--- config.mk ---
export PLATFORM = sky130hd
export DESIGN_NAME = pulse_param_loader_flat
export DESIGN_NICKNAME = d
export VERILOG_FILES = /design/src/rtl/pulse_param_pkg.sv /design/src/rtl/pulse_param_loader_if.sv /design/src/rtl/pulse_param_loader_strobe_stretch.sv /design/src/rtl/pulse_param_loader.sv /design/src/flat_wrapper.sv
export SDC_FILE = /design/constraint.sdc
export NUM_CORES = 1
export LEC_CHECK = 0
export ABC_AREA = 1
export ABC_CLOCK_PERIOD_IN_PS = 4000
export CAP_MARGIN = 30
export CORE_MARGIN = 2
export CORE_UTILIZATION = 45
export CTS_CLUSTER_SIZE = 28
export DETAILED_ROUTE_END_ITERATION = 16
export PLACE_DENSITY = 0.66
export RECOVER_POWER = 50
export SYNTH_ARGS = -nofsm -noshare
export SYNTH_HDL_FRONTEND = slang
export SYNTH_SLANG_ARGS = --single-unit
--- constraint.sdc ---
create_clock -name clk -period 4 [get_ports clk]
set_input_delay 1 -clock clk [delete_from_list [all_inputs] [get_ports clk]]
set_output_delay 1 -clock clk [all_outputs]
set_load 0.01 [all_outputs]
--- src/rtl/pulse_param_pkg.sv ---
// Shared constants, frame layout and parameter record for the pulse-parameter loader.
// Field defaults here are what the pulse generator runs with until the first good frame.
package pulse_param_pkg;

  localparam logic [7:0] SYNC_BYTE   = 8'hA5;
  localparam int         PAYLOAD_LEN = 17;
  localparam int         IDX_W       = $clog2(PAYLOAD_LEN);

  // Byte offsets inside the payload; multi-byte fields are sent MSB first.
  localparam int OFF_PER      = 0;
  localparam int OFF_P1WID    = 3;
  localparam int OFF_DEL      = 5;
  localparam int OFF_P2WID    = 7;
  localparam int OFF_NUT_W    = 9;
  localparam int OFF_NUT_D    = 10;
  localparam int OFF_FLAGS    = 12;
  localparam int OFF_CP       = 13;
  localparam int OFF_P_BL     = 14;
  localparam int OFF_P_BL_OFF = 15;

  localparam logic [23:0] PER_RST      = 24'h010000;
  localparam logic [15:0] P1WID_RST    = 16'd30;
  localparam logic [15:0] DEL_RST      = 16'd200;
  localparam logic [15:0] P2WID_RST    = 16'd30;
  localparam logic [7:0]  NUT_W_RST    = 8'd50;
  localparam logic [15:0] NUT_D_RST    = 16'd300;
  localparam logic        NUT_RST      = 1'b1;
  localparam logic        PU_RST       = 1'b1;
  localparam logic        BL_RST       = 1'b1;
  localparam logic [7:0]  CP_RST       = 8'd3;
  localparam logic [7:0]  P_BL_RST     = 8'd50;
  localparam logic [15:0] P_BL_OFF_RST = 16'd100;

  typedef enum logic [1:0] {
    ST_IDLE,
    ST_PAYLOAD,
    ST_CSUM
  } state_t;

  typedef logic [PAYLOAD_LEN-1:0][7:0] payload_t;

  typedef struct packed {
    logic [23:0] per;
    logic [15:0] p1wid;
    logic [15:0] del;
    logic [15:0] p2wid;
    logic [7:0]  nut_w;
    logic [15:0] nut_d;
    logic        nut;
    logic        pu;
    logic        bl;
    logic [7:0]  cp;
    logic [7:0]  p_bl;
    logic [15:0] p_bl_off;
  } params_t;

  localparam params_t PARAMS_RST = '{
    per:      PER_RST,
    p1wid:    P1WID_RST,
    del:      DEL_RST,
    p2wid:    P2WID_RST,
    nut_w:    NUT_W_RST,
    nut_d:    NUT_D_RST,
    nut:      NUT_RST,
    pu:       PU_RST,
    bl:       BL_RST,
    cp:       CP_RST,
    p_bl:     P_BL_RST,
    p_bl_off: P_BL_OFF_RST
  };

  function automatic params_t unpack_payload(input payload_t p);
    params_t r;
    r.per      = {p[OFF_PER], p[OFF_PER+1], p[OFF_PER+2]};
    r.p1wid    = {p[OFF_P1WID], p[OFF_P1WID+1]};
    r.del      = {p[OFF_DEL], p[OFF_DEL+1]};
    r.p2wid    = {p[OFF_P2WID], p[OFF_P2WID+1]};
    r.nut_w    = p[OFF_NUT_W];
    r.nut_d    = {p[OFF_NUT_D], p[OFF_NUT_D+1]};
    r.pu       = p[OFF_FLAGS][0];
    r.nut      = p[OFF_FLAGS][1];
    r.bl       = p[OFF_FLAGS][2];
    r.cp       = p[OFF_CP];
    r.p_bl     = p[OFF_P_BL];
    r.p_bl_off = {p[OFF_P_BL_OFF], p[OFF_P_BL_OFF+1]};
    return r;
  endfunction

endpackage

--- src/rtl/pulse_param_loader_if.sv ---
// Byte stream from the UART receiver into the parameter loader.
interface pulse_param_loader_if;

  logic [7:0] rx_data;
  logic       rx_valid;
  logic       rx_err;

  modport master (output rx_data, rx_valid, rx_err);
  modport slave  (input  rx_data, rx_valid, rx_err);

endinterface

--- src/rtl/pulse_param_loader_strobe_stretch.sv ---
// Restartable pulse stretcher: a trigger holds stb high for STB_CYCLES cycles,
// and a new trigger while high restarts the count so the strobe never drops.
module strobe_stretch #(
  parameter int STB_CYCLES = 4
) (
  input  logic clk,
  input  logic reset,
  input  logic trig,
  output logic stb
);

  localparam int CNT_W = 4;

  logic [CNT_W-1:0] remain;

  // NOTE: non-blocking assignments throughout so every flop samples pre-edge values.
  always_ff @(posedge clk or negedge reset) begin
    if (!reset) begin
      remain <= '0;
      stb    <= 1'b0;
    end else if (trig) begin
      remain <= CNT_W'(STB_CYCLES - 1);
      stb    <= 1'b1;
    end else if (remain != '0) begin
      remain <= remain - CNT_W'(1);
      stb    <= 1'b1;
    end else begin
      stb    <= 1'b0;
    end
  end

endmodule

--- src/rtl/pulse_param_loader.sv ---
// Assembles a SYNC + 17-byte + checksum frame from the UART and, on a good checksum,
// commits the whole parameter set in one cycle and raises load_stb for the generator.
module pulse_param_loader
  import pulse_param_pkg::*;
#(
  parameter int TIMEOUT    = 2000,
  parameter int STB_CYCLES = 4
) (
  input  logic                 clk,
  input  logic                 reset,
  pulse_param_loader_if.slave  rx,
  output logic [23:0]          per,
  output logic [15:0]          p1wid,
  output logic [15:0]          del,
  output logic [15:0]          p2wid,
  output logic [7:0]           nut_w,
  output logic [15:0]          nut_d,
  output logic                 nut,
  output logic                 pu,
  output logic                 bl,
  output logic [7:0]           cp,
  output logic [7:0]           p_bl,
  output logic [15:0]          p_bl_off,
  output logic                 load_stb,
  output logic                 csum_err,
  output logic                 tmo_err,
  output logic [7:0]           good_cnt
);

  localparam int TMO_W = $clog2(TIMEOUT + 1);

  state_t           state;
  logic [IDX_W-1:0] idx;
  logic [7:0]       sum;
  logic [TMO_W-1:0] tmo_cnt;
  payload_t         staging;
  params_t          params_q;

  logic in_frame;
  logic tmo_hit;
  logic commit;

  assign in_frame = (state != ST_IDLE);
  // A byte arriving in the last allowed cycle still counts; only true silence expires.
  assign tmo_hit  = in_frame && !rx.rx_valid && (tmo_cnt == TMO_W'(TIMEOUT - 1));
  assign commit   = (state == ST_CSUM) && rx.rx_valid && !rx.rx_err && (rx.rx_data == sum);

  always_ff @(posedge clk or negedge reset) begin
    if (!reset) begin
      state    <= ST_IDLE;
      idx      <= '0;
      sum      <= '0;
      tmo_cnt  <= '0;
      // NOTE: the staging buffer is reset on purpose so a partial frame never survives reset.
      staging  <= '0;
      params_q <= PARAMS_RST;
      csum_err <= 1'b0;
      tmo_err  <= 1'b0;
      good_cnt <= '0;
    end else begin
      csum_err <= 1'b0;
      tmo_err  <= 1'b0;
      unique case (state)
        ST_IDLE: begin
          if (rx.rx_valid && rx.rx_data == SYNC_BYTE) begin
            state   <= ST_PAYLOAD;
            idx     <= '0;
            sum     <= '0;
            tmo_cnt <= '0;
          end
        end
        ST_PAYLOAD, ST_CSUM: begin
          if (rx.rx_err || tmo_hit) begin
            tmo_err <= 1'b1;
            state   <= ST_IDLE;
          end else if (rx.rx_valid) begin
            tmo_cnt <= '0;
            if (state == ST_PAYLOAD) begin
              staging[idx] <= rx.rx_data;
              sum          <= sum + rx.rx_data;
              idx          <= idx + IDX_W'(1);
              if (idx == IDX_W'(PAYLOAD_LEN - 1)) state <= ST_CSUM;
            end else begin
              if (commit) begin
                params_q <= unpack_payload(staging);
                good_cnt <= good_cnt + 8'd1;
              end else begin
                csum_err <= 1'b1;
              end
              state <= ST_IDLE;
            end
          end else begin
            tmo_cnt <= tmo_cnt + TMO_W'(1);
          end
        end
        default: state <= ST_IDLE;
      endcase
    end
  end

  // Flag bits 7:3 are carried in the checksum but drive nothing.
  logic unused_flag_bits;
  assign unused_flag_bits = ^staging[OFF_FLAGS][7:3];

  strobe_stretch #(
    .STB_CYCLES (STB_CYCLES)
  ) u_strobe_stretch (
    .clk   (clk),
    .reset (reset),
    .trig  (commit),
    .stb   (load_stb)
  );

  assign per      = params_q.per;
  assign p1wid    = params_q.p1wid;
  assign del      = params_q.del;
  assign p2wid    = params_q.p2wid;
  assign nut_w    = params_q.nut_w;
  assign nut_d    = params_q.nut_d;
  assign nut      = params_q.nut;
  assign pu       = params_q.pu;
  assign bl       = params_q.bl;
  assign cp       = params_q.cp;
  assign p_bl     = params_q.p_bl;
  assign p_bl_off = params_q.p_bl_off;

endmodule

--- src/flat_wrapper.sv ---
// flat-port wrapper written by rule: the top's interface ports become plain ports
module pulse_param_loader_flat import pulse_param_pkg::*;
#(
  parameter int TIMEOUT    = 2000,
  parameter int STB_CYCLES = 4
)
  (clk, reset, per, p1wid, del, p2wid, nut_w, nut_d, nut, pu, bl, cp, p_bl, p_bl_off, load_stb, csum_err, tmo_err, good_cnt, rx_rx_data, rx_rx_valid, rx_rx_err);
  pulse_param_loader_if rx_i ();
  input  logic clk;
  input  logic reset;
  output logic [23:0] per;
  output logic [15:0] p1wid;
  output logic [15:0] del;
  output logic [15:0] p2wid;
  output logic [7:0] nut_w;
  output logic [15:0] nut_d;
  output logic nut;
  output logic pu;
  output logic bl;
  output logic [7:0] cp;
  output logic [7:0] p_bl;
  output logic [15:0] p_bl_off;
  output logic load_stb;
  output logic csum_err;
  output logic tmo_err;
  output logic [7:0] good_cnt;
  input wire logic [$bits(rx_i.rx_data)-1:0] rx_rx_data;
  input wire logic [$bits(rx_i.rx_valid)-1:0] rx_rx_valid;
  input wire logic [$bits(rx_i.rx_err)-1:0] rx_rx_err;
  assign rx_i.rx_data = rx_rx_data;
  assign rx_i.rx_valid = rx_rx_valid;
  assign rx_i.rx_err = rx_rx_err;
  pulse_param_loader #(.TIMEOUT(TIMEOUT), .STB_CYCLES(STB_CYCLES)) u_core (.clk(clk), .reset(reset), .rx(rx_i), .per(per), .p1wid(p1wid), .del(del), .p2wid(p2wid), .nut_w(nut_w), .nut_d(nut_d), .nut(nut), .pu(pu), .bl(bl), .cp(cp), .p_bl(p_bl), .p_bl_off(p_bl_off), .load_stb(load_stb), .csum_err(csum_err), .tmo_err(tmo_err), .good_cnt(good_cnt));
endmodule
==> results.md <==
Finish:
- For this run, the post-layout net count is around 1.6k.
- At the end of the flow the core is filled with cells to a little over half.
- In the layout the commonest cells are 371 x sky130_fd_sc_hd__nand2_1, 273 x sky130_fd_sc_hd__dfrtp_1, 202 x sky130_fd_sc_hd__inv_1, 150 x sky130_fd_sc_hd__clkdlybuf4s50_1, 138 x sky130_fd_sc_hd__o21ai_0.
- The number of antenna diodes in the final layout is 0.
- The fraction of final layout cells sized beyond drive strength 1 is approximately 11%.
- The growth of design area from synthesis to finish is 20.5%.
- The filler cells instantiated in the layout total 2596.
- The commonest non-fill, non-tap cell in the layout is sky130_fd_sc_hd__nand2_1.

Global routing:
- The via count of the first global-routing pass is 9245.
- The number of antenna violations at the first check in global routing was 0.
- Global routing used between 15 and 20% of the available tracks.
- The first global-routing pass estimated 48.0 mm of wire.
- Entering global routing, the biggest net connects about 270 pins.
- The total overflow left after global routing is 0.

Placed design:
- The detailed-placement wirelength estimate is ~19 mm.
- At the end of routability-driven placement, the weighted congestion stood at 0.870.
- OpenSTA, run right after detailed placement, puts the worst setup slack at slightly above 500 ps.
- Port buffering added 153 buffers.

Clocking:
- The CTS root buffer is sky130_fd_sc_hd__clkbuf_16.
- The H-tree depth reported by CTS is 1.
- At the later pin of the worst-skew pair, clock insertion delay measures ~570 ps.
- Hold repair after CTS inserted 0 buffers.
- The number of buffers created by CTS is 31.
- Clock-pin slew was measured on the worst setup and hold paths at roughly 60 ps.
- The number of buffers on the longest clock path is 3.
- After clock tree synthesis, the repair step resized 0 gates.
- After clock tree synthesis, the setup repair step added 0 buffers.
- The number of clock sinks is between 300 and 400.
- TritonCTS built the clock tree.

Die:
- The initial utilization of the core area, before any placement, comes to a little under half.
- Measured along the x axis, the die boundary spans 174 um.
- The floorplan has 62 rows.
- In this run the count of I/O pins placed on the die edge is 154.
- The full die area is ~30000 um2.
- The die height is ~170 um.
- The placeable core region is about 29000 um2.

Worst setup path:
- STA puts the critical path data arrival time at 3800 ps.
- The maximum fanout along the worst path is 265.
- The required arrival time at the worst endpoint is 4450 ps.
- The category of the worst setup path launch point is a primary input.
- The setup path with the least slack is of type in -> reg.
- The worst setup path is captured at a flop.

Timing:
- The final critical path time including I/O delays and setup is 3350 ps.
- For the pin with the worst max-slew slack, the measured transition is 2020 ps.
- The number of setup violations in the final report is 0.
- The total count of hold-check failures in the final report came to 0.
- Setup repair after global routing left no endpoint under its margin.
- The maximum frequency from static timing analysis is 299 MHz.
- On the final layout, the worst hold slack is roughly 470 ps.
- The worst pin sits at a relative slew slack of -35.0%.
- The final worst slack is 651 ps.
- The final max-slew violation count is 76.
- The clock tree skew after final layout is 21.8 ps.
- The post-route fraction of the period consumed by the critical path is 83.7%.
- Adding up every negative setup slack in the final design gives 0 ps.

Synthesis:
- After synthesis the cells add up to approximately 13000 um2.
- The register bit total from synthesis is 303.
- The register area share after synthesis is about three fifths.
- The number of cells produced by synthesis is between 1k and 1.5k.
- Counting distinct cell types in the post-synthesis netlist gives 36.
- The net count after synthesis is between 1k and 1.5k.
- For this run, the number of Yosys warnings is 0.
- A synthesized cell averages roughly 9.4 um2.

Power and ir drop:
- VDD sags by at most 0.000365 V.
- Power spread over the standard cell area amounts to ~510 nW/um2.
- The total leakage power is 0.00719 uW.

Route:
- The final route contains 9321 vias.
- In this run the remaining antenna-violating nets after routing total 0.
- The post-detailed-route wirelength per cell is 15.0 um.
- The per-cell via count in the routed design is 4.81.
- For this run, design rule violations remaining after detail routing come to 0.
- The first routing iteration left 633 violations.
- The total detailed-routing wirelength is 29.0 mm.
- The detailed-routing iteration count for the pre-antenna-repair pass is 5.

Flow run:
- Across the run, the number of max-cap violations was 1.

Min path:
- The worst hold-check path type is reg -> reg.

Outcome:
- The final reports fail on max-capacitance violations, max-slew violations.
- The run finished, with violations left.
## report_power, final
group,internal (uW),total [uW],switching [uW]
Clock,1740,2940,1200
Sequential,3490,3680,187
Combinational,462,1450,987
## through the flow
stage	cells	instance area (um2)	power, uW
6_report	1939	15700	8070
5_1_grt	1939	15700	8560
4_1_cts	1939	15800	8190
3_5_place_dp	1881	14800	5210
3_3_place_gp	1881	14800	5150
2_1_floorplan	1384	13000	4770
## cell type report
type / count / area [um2] / share of cell area, %
multi-input combinational: 815 / 4100 / 26.1
inverter: 203 / 762 / 4.85
clock buffer: 46 / 892 / 5.68
sequential: 303 / 7620 / 48.5
clock inverter: 12 / 154 / 0.979
tap: 384 / 480 / 3.06
timing repair buffer: 176 / 1700 / 10.8
## state kept, by name, summed over array words and instances (netlist names), 5 cells and up
register and count:
u_core.staging 131, u_core.cp 8, u_core.idx 5, u_core.p1wid 16, u_core.p2wid 16, u_core.per 24, u_core.p_bl_off 16, u_core.nut_w 8
u_core.nut_d 16, u_core.good_cnt 8, u_core.del 16, u_core.p_bl 8, u_core.tmo_cnt 11, u_core.sum 8
## logic make-up after synthesis
family          synth area share [%]
simple gates                    15.3
compound gates                  13.5
flops                           58.4
buf+inv                         9.88
fa+ha+maj                       1.98
xor+xnor                       0.931
## worst max-delay path, stage by stage
cell and delay [ps]:
sky130_fd_sc_hd__dlygate4sd3_1 620, sky130_fd_sc_hd__ha_1 410, sky130_fd_sc_hd__nor4_1 560, sky130_fd_sc_hd__nand3_4 130, sky130_fd_sc_hd__buf_12 300, sky130_fd_sc_hd__o21ai_1 400
## worst paths after layout
check	end	cells past startpoint	slack (ps)	startpoint
hold reg to reg	u_core.p1wid[1]	2	470	u_core.p1wid[1]
max in group asynchronous	u_core.p_bl_off[9]	2	1070	reset
setup reg to reg	u_core.staging[4]	7	1370	u_core.state[1]
setup / recovery	u_core.per[20]	6	650	rx_rx_data[3]
hold / removal	u_core.p1wid[1]	2	470	u_core.p1wid[1]
min in group asynchronous	u_core.cp[5]	1	990	reset
## layer usage
layer	up-vias	GRT usage, %	wire length, um
met5	-	0	0
met4	0	4.59	539
met3	42	2.95	1230
met2	183	31.2	13300
met1	4432	28.2	13900
li1	4664	-	-
## synthesized netlist by cell type
library cell               count  area (um2)
sky130_fd_sc_hd__nor2_2        1        6.26
sky130_fd_sc_hd__fa_1          1        20.0
sky130_fd_sc_hd__ha_1         19         238
sky130_fd_sc_hd__nor2_1       32         120
sky130_fd_sc_hd__o21bai_1      2        15.0
sky130_fd_sc_hd__or2_1         1        6.26
sky130_fd_sc_hd__nand3_2       3        30.0
sky130_fd_sc_hd__nand3_1      33         165
sky130_fd_sc_hd__buf_6        33         372
sky130_fd_sc_hd__o211ai_1      1        7.51
sky130_fd_sc_hd__nand2_2       2        12.5
sky130_fd_sc_hd__xnor2_1       7        61.3
sky130_fd_sc_hd__nand4_1      18         113
sky130_fd_sc_hd__o21ai_1      99         495
sky130_fd_sc_hd__nor4_1        2        12.5
sky130_fd_sc_hd__inv_1       201         754
sky130_fd_sc_hd__xor2_1        5        43.8
sky130_fd_sc_hd__buf_4         8        60.1
sky130_fd_sc_hd__nor3_1        6        30.0
sky130_fd_sc_hd__buf_2         9        45.0
sky130_fd_sc_hd__dfstp_2      30         788
sky130_fd_sc_hd__a21oi_2       1        8.76
sky130_fd_sc_hd__o21ai_0     138         691
sky130_fd_sc_hd__clkbuf_2      1        5.00
sky130_fd_sc_hd__o21ai_2      60         526
sky130_fd_sc_hd__o31ai_1       1        7.51
sky130_fd_sc_hd__a21oi_1       3        15.0
sky130_fd_sc_hd__nand2_1     370        1390
sky130_fd_sc_hd__dfrtp_1     273        6830
sky130_fd_sc_hd__clkbuf_1     12        45.0
sky130_fd_sc_hd__xnor2_2       1        16.3
sky130_fd_sc_hd__inv_2         2        7.51
sky130_fd_sc_hd__nor4_4        1        21.3
sky130_fd_sc_hd__or2_2         1        6.26
sky130_fd_sc_hd__nor3_2        1        10.0
sky130_fd_sc_hd__nor2_4        6        67.6
Note: power is estimated with default switching activity, not from simulation.
